===== src/rtl/fetch_unit_if.sv =====
// Instruction-memory port of the fetch stage: address out, combinational read data back.
interface fetch_unit_if #(
  parameter int unsigned PC_W   = 32,
  parameter int unsigned INST_W = 16
);
  logic [PC_W-1:0]   imem_addr;
  logic [INST_W-1:0] imem_data;

  modport master (output imem_addr, input  imem_data);
  modport slave  (input  imem_addr, output imem_data);
endinterface


===== src/rtl/fetch_unit.sv =====
// Fetch stage: PC register, next-PC select, F/D pipeline buffer, and the
// control unit's registered sequencing state and interrupt request latch.
module fetch_unit #(
  parameter int unsigned       PC_W         = 32,
  parameter int unsigned       INST_W       = 16,
  parameter logic [PC_W-1:0]   RESET_VECTOR = '0,
  parameter logic [INST_W-1:0] NOP_WORD     = '0
) (
  input  logic              clk,
  input  logic              rst_n,
  input  logic              pc_enable,
  input  logic              f_d_buffer_enable,
  input  logic              flush,
  input  logic [1:0]        jump_sel,
  input  logic [PC_W-1:0]   jump_target,
  input  logic [PC_W-1:0]   int_vector,
  input  logic [PC_W-1:0]   ret_addr,
  input  logic              branch_taken,
  input  logic [PC_W-1:0]   branch_target,
  input  logic              interrupt,
  input  logic              int_ack,
  input  logic              call_dec,
  input  logic [1:0]        inter_state_after,
  input  logic [2:0]        ret_state_after,
  input  logic [2:0]        reti_state_after,
  fetch_unit_if.master      imem,
  output logic [INST_W-1:0] fd_inst,
  output logic [INST_W-1:0] fd_imm,
  output logic [PC_W-1:0]   fd_pc_next,
  output logic              int_req,
  output logic [1:0]        inter_state_before,
  output logic [2:0]        ret_state_before,
  output logic [2:0]        reti_state_before,
  output logic              inst_before_call
);

  logic [PC_W-1:0] pc;
  logic [PC_W-1:0] pc_inc_c;
  logic [PC_W-1:0] pc_next_c;

  assign imem.imem_addr = pc;
  assign pc_inc_c       = pc + PC_W'(1);

  // Resolved branch from execute outranks any stall or redirect from decode.
  always_comb begin
    pc_next_c = pc;
    if (branch_taken) begin
      pc_next_c = branch_target;
    end else if (pc_enable) begin
      unique case (jump_sel)
        2'b00:   pc_next_c = pc_inc_c;
        2'b01:   pc_next_c = jump_target;
        2'b10:   pc_next_c = int_vector;
        default: pc_next_c = ret_addr;
      endcase
    end
  end

  always_ff @(posedge clk or negedge rst_n) begin
    if (!rst_n) pc <= RESET_VECTOR;
    else        pc <= pc_next_c;
  end

  // Flush bubbles the buffer but keeps the fetched word as the LDM immediate.
  always_ff @(posedge clk or negedge rst_n) begin
    if (!rst_n) begin
      fd_inst    <= NOP_WORD;
      fd_imm     <= '0;
      fd_pc_next <= '0;
    end else if (branch_taken) begin
      fd_inst    <= NOP_WORD;
    end else if (flush) begin
      fd_inst    <= NOP_WORD;
      fd_imm     <= imem.imem_data;
    end else if (f_d_buffer_enable) begin
      fd_inst    <= imem.imem_data;
      fd_pc_next <= pc_inc_c;
    end
  end

  // A new request arriving with an ack must survive, so set wins over clear.
  always_ff @(posedge clk or negedge rst_n) begin
    if (!rst_n) begin
      int_req            <= 1'b0;
      inter_state_before <= '0;
      ret_state_before   <= '0;
      reti_state_before  <= '0;
      inst_before_call   <= 1'b0;
    end else begin
      int_req            <= interrupt | (int_req & ~int_ack);
      inter_state_before <= inter_state_after;
      ret_state_before   <= ret_state_after;
      reti_state_before  <= reti_state_after;
      inst_before_call   <= call_dec;
    end
  end

endmodule


===== src/flat_wrapper.sv =====
// flat-port wrapper written by rule: the top's interface ports become plain ports
module fetch_unit_flat 
#(
  parameter int unsigned       PC_W         = 32,
  parameter int unsigned       INST_W       = 16,
  parameter logic [PC_W-1:0]   RESET_VECTOR = '0,
  parameter logic [INST_W-1:0] NOP_WORD     = '0
)
  (clk, rst_n, pc_enable, f_d_buffer_enable, flush, jump_sel, jump_target, int_vector, ret_addr, branch_taken, branch_target, interrupt, int_ack, call_dec, inter_state_after, ret_state_after, reti_state_after, fd_inst, fd_imm, fd_pc_next, int_req, inter_state_before, ret_state_before, reti_state_before, inst_before_call, imem_imem_addr, imem_imem_data);
  fetch_unit_if #(.PC_W(PC_W), .INST_W(INST_W)) imem_i ();
  input  logic clk;
  input  logic rst_n;
  input  logic pc_enable;
  input  logic f_d_buffer_enable;
  input  logic flush;
  input  logic [1:0] jump_sel;
  input  logic [PC_W-1:0] jump_target;
  input  logic [PC_W-1:0] int_vector;
  input  logic [PC_W-1:0] ret_addr;
  input  logic branch_taken;
  input  logic [PC_W-1:0] branch_target;
  input  logic interrupt;
  input  logic int_ack;
  input  logic call_dec;
  input  logic [1:0] inter_state_after;
  input  logic [2:0] ret_state_after;
  input  logic [2:0] reti_state_after;
  output logic [INST_W-1:0] fd_inst;
  output logic [INST_W-1:0] fd_imm;
  output logic [PC_W-1:0] fd_pc_next;
  output logic int_req;
  output logic [1:0] inter_state_before;
  output logic [2:0] ret_state_before;
  output logic [2:0] reti_state_before;
  output logic inst_before_call;
  output wire logic [$bits(imem_i.imem_addr)-1:0] imem_imem_addr;
  input wire logic [$bits(imem_i.imem_data)-1:0] imem_imem_data;
  assign imem_imem_addr = imem_i.imem_addr;
  assign imem_i.imem_data = imem_imem_data;
  fetch_unit #(.PC_W(PC_W), .INST_W(INST_W), .RESET_VECTOR(RESET_VECTOR), .NOP_WORD(NOP_WORD)) u_core (.clk(clk), .rst_n(rst_n), .pc_enable(pc_enable), .f_d_buffer_enable(f_d_buffer_enable), .flush(flush), .jump_sel(jump_sel), .jump_target(jump_target), .int_vector(int_vector), .ret_addr(ret_addr), .branch_taken(branch_taken), .branch_target(branch_target), .interrupt(interrupt), .int_ack(int_ack), .call_dec(call_dec), .inter_state_after(inter_state_after), .ret_state_after(ret_state_after), .reti_state_after(reti_state_after), .imem(imem_i), .fd_inst(fd_inst), .fd_imm(fd_imm), .fd_pc_next(fd_pc_next), .int_req(int_req), .inter_state_before(inter_state_before), .ret_state_before(ret_state_before), .reti_state_before(reti_state_before), .inst_before_call(inst_before_call));
endmodule

===== config.mk =====
export PLATFORM = sky130hd
export DESIGN_NAME = fetch_unit_flat
export DESIGN_NICKNAME = d
export VERILOG_FILES = /design/src/rtl/fetch_unit_if.sv /design/src/rtl/fetch_unit.sv /design/src/flat_wrapper.sv
export SDC_FILE = /design/constraint.sdc
export NUM_CORES = 1
export LEC_CHECK = 0
export ABC_AREA = 1
export CAP_MARGIN = 20
export CELL_PAD_IN_SITES_DETAIL_PLACEMENT = 1
export CELL_PAD_IN_SITES_GLOBAL_PLACEMENT = 1
export CORE_AREA = 2 2 141 143
export CTS_CLUSTER_DIAMETER = 50
export CTS_CLUSTER_SIZE = 12
export DETAILED_ROUTE_END_ITERATION = 7
export DIE_AREA = 0 0 143 145
export PLACE_DENSITY = 0.91
export SLEW_MARGIN = 20
export SYNTH_ARGS = -nofsm -noshare
export SYNTH_HDL_FRONTEND = slang
export SYNTH_SLANG_ARGS = --single-unit

===== constraint.sdc =====
create_clock -name clk -period 2.55 [get_ports clk]
set_input_delay 0.51 -clock clk [delete_from_list [all_inputs] [get_ports clk]]
set_output_delay 0.51 -clock clk [all_outputs]
set_load 0.01 [all_outputs]

==> impl_metrics.env <==
export IMPL_grt_pass1_vias=6962
export IMPL_path_buf_inv=2
export IMPL_area_growth_pct=56.8
export IMPL_viasPerCell=4.98
export IMPL_rsz0062_at_grt="false"
export IMPL_clock_fmax_mhz=465
export IMPL_postCtsSetupRepairBufs=0
export IMPL_drt_iter0_markers=360
export IMPL_crit_fanout=27
export IMPL_antenna_found_initial=0
export IMPL_grt_max_degree=52
export IMPL_path_common_cell="nand2_1"
export IMPL_netlist_area_leader_share=0.455
export IMPL_endpoint_kind="flip-flop"
export IMPL_insertion_delay_ps=360
export IMPL_fp_dieH_um=145
export IMPL_vias=6470
export IMPL_worstReg2RegStart="u_core.imem.imem_addr[0]"
export IMPL_cts_tree="yes"
export IMPL_syn_nets=935
export IMPL_synth_avg_cell_area_um2=7.57
export IMPL_first_pass_iters=4
export IMPL_tightest_slew_ps=579
export IMPL_hold_viol_final=0
export IMPL_dp_hpwl_mm=19.0
export IMPL_critical_path_class="primary input to flip-flop"
export IMPL_die_area_um2=20700
export IMPL_ctsHoldBuffers=0
export IMPL_num_antenna_cells=0
export IMPL_finalWorstPathRequiredPeriod_ps=2150
export IMPL_grt_ovfl_total=0
export IMPL_timing_max_cap_violations=0
export IMPL_maxSlewHeadroom=0.613
export IMPL_numCtsBuffers=9
export IMPL_synth_distinct_cells=29
export IMPL_fp_row_count=51
export IMPL_power_density_nw_per_um2=536
export IMPL_p_leak_nw=4.10
export IMPL_timing_hold_ws_ps=122
export IMPL_h_tree_depth=3
export IMPL_synth_top_area_cell="dfrtp_1"
export IMPL_multi_input_area_um2=2840
export IMPL_finClkSkew_ps=8.74
export IMPL_start_util=0.304
export IMPL_syn_cell_area_um2=5840
export IMPL_synth_area_top_cells="dfrtp_1, nand2_1, nor2_1"
export IMPL_fin_setup_tns_ps=0
export IMPL_drc=0
export IMPL_drt_wl_total_mm=24.6
export IMPL_ys_warnings_count=0
export IMPL_die_x_um=143
export IMPL_ys_seq_elements=106
export IMPL_crit_slowest_cell="clkdlybuf4s50_1"
export IMPL_syn_inst=771
export IMPL_clockBufferDepth=2
export IMPL_min_path_type="primary input to asynchronous set/reset pin"
export IMPL_max_stage_delay_ps=560
export IMPL_arrival_ps=2400
export IMPL_ir_drop_v=0.000268
export IMPL_post_route_period_util=0.844
export IMPL_place_congestion=0.845
export IMPL_fin_util=0.476
export IMPL_nNetsFinal=1194
export IMPL_power_mw=4.90
export IMPL_cts_root_buf="clkbuf_16"
export IMPL_crit_family="buffers and inverters"
export IMPL_io_buffers=268
export IMPL_placed_cell_area_um2=8860
export IMPL_setup_viol=0
export IMPL_ys_seq_area_frac=0.455
export IMPL_design_area_um2=9150
export IMPL_fillers=2309
export IMPL_grt_pass1_wl_mm=38.3
export IMPL_seq_area_um2=2650
export IMPL_crit_chain="clkdlybuf4s50_1 -> nand2_1 -> inv_2 -> a221oi_1 -> o21ai_1 -> nand2_1 -> nand2_1"
export IMPL_worstSetupStartpointType="primary input"
export IMPL_required_ps=2800
export IMPL_drtAntennaViolNets=0
export IMPL_core_um2=19200
export IMPL_path_clk_slew_ps=80
export IMPL_io_pins=269
export IMPL_worstSetupStartpoint="jump_sel[0]"
export IMPL_drive_above_1_share=0.0686
export IMPL_post_cts_resized=0
export IMPL_cts_sinks=106
export IMPL_track_usage=0.237
export IMPL_run_status="finished clean"
export IMPL_routedWlPerCell_um=18.9
export IMPL_maxSlewViolCount=0
==> layout by cell type, fill, tap and decap left out, types with 2 or more instances in the layout <==
master | synthesis | layout
a21oi_1 | 3 | 3
a221oi_1 | 23 | 23
a22oi_1 | 32 | 32
a31oi_1 | 9 | 9
buf_12 | 0 | 3
buf_4 | 0 | 15
clkbuf_16 | 0 | 9
clkdlybuf4s50_1 | 0 | 266
dfrtp_1 | 106 | 106
inv_1 | 48 | 48
inv_2 | 3 | 3
inv_6 | 0 | 2
inv_8 | 0 | 3
nand2_1 | 271 | 271
nand2_2 | 7 | 7
nand2_4 | 2 | 2
nand3_1 | 45 | 45
nand3b_1 | 3 | 3
nor2_1 | 97 | 93
nor2_2 | 5 | 9
nor2_4 | 8 | 8
nor2_8 | 2 | 2
o21ai_0 | 44 | 44
o21ai_1 | 4 | 4
o21bai_1 | 3 | 3
xnor2_1 | 7 | 7
xor2_1 | 4 | 4
xor2_2 | 4 | 4
==> worst register-to-register path, delay by kind of cell, from the launching register on <==
family	cells	cell delay, ps
fa+ha+maj	1	260
simple gates	11	1110
flops	1	520
==> state kept, by name, indices dropped and copies added (netlist names) <==
register and count:
u_core.fd_inst 16, u_core.inter_state_before 2, u_core.int_req 1, u_core.reti_state_before 3
u_core.imem.imem_addr 32, u_core.inst_before_call 1, u_core.fd_pc_next 32, u_core.ret_state_before 3
u_core.fd_imm 16
==> cell type report <==
class,instances,area share
multi-input combinational,577,0.311
timing repair buffer,285,0.310
sequential,106,0.290
tap,265,0.0362
clock buffer,9,0.0246
inverter,51,0.0209
clock inverter,7,0.00738
==> per-stage QoR <==
stage / std cells / setup slack (ps)
floorplan: 771 / 927
global placement: 1284 / 64.4
detailed placement: 1284 / 4.56
CTS: 1300 / 391
global route: 1300 / 251
finish: 1300 / 398
==> Yosys cell counts, drive strengths merged <==
master   number
xor2          8
a22oi        32
o21ai        48
nand2       280
nand3b        3
a221oi       23
buf          15
o2111ai       1
nor2        112
clkbuf       22
a31oi         9
o21bai        3
ha            1
o211ai        1
a21oi         3
inv          51
nand3        46
xnor2         7
dfrtp       106
==> per-layer routing <==
metal | vias to the layer above | GRT usage | routed length [um]
met5 | - | 0 | 0
met4 | 0 | 0.0906 | 753
met3 | 48 | 0.0416 | 1610
met2 | 261 | 0.405 | 11900
met1 | 3123 | 0.297 | 10300
li1 | 3038 | - | -
==> worst paths after layout <==
kind	end	slack [ps]	depth (start not counted)
max reg2reg	u_core.imem.imem_addr[30]	540	12
min in group clk	u_core.fd_imm[10]	490	2
max in group asynchronous	u_core.fd_pc_next[10]	1710	2
max	u_core.imem.imem_addr[17]	400	7
min	u_core.imem.imem_addr[30]	120	1
min reg2reg	u_core.fd_imm[10]	490	2
==> cells by family (layout without fill, tap and decap cells) <==
kind of cell	after synthesis	after routing	synth area share
DFF	106	106	0.455
buffers and inverters	88	352	0.0600
and+or+nand+nor	441	441	0.320
AOI/OAI and AO/OA	120	120	0.136
adders and majority gates	1	1	0.00214
xor gates and xnor gates	15	15	0.0277
==> report_power, final <==
part	internal [mW]	total [mW]	switching [mW]
clock	0.694	1.41	0.720
sequential	1.88	2.07	0.191
combinational	0.756	1.42	0.665
Note: power is estimated with default switching activity, not from simulation.
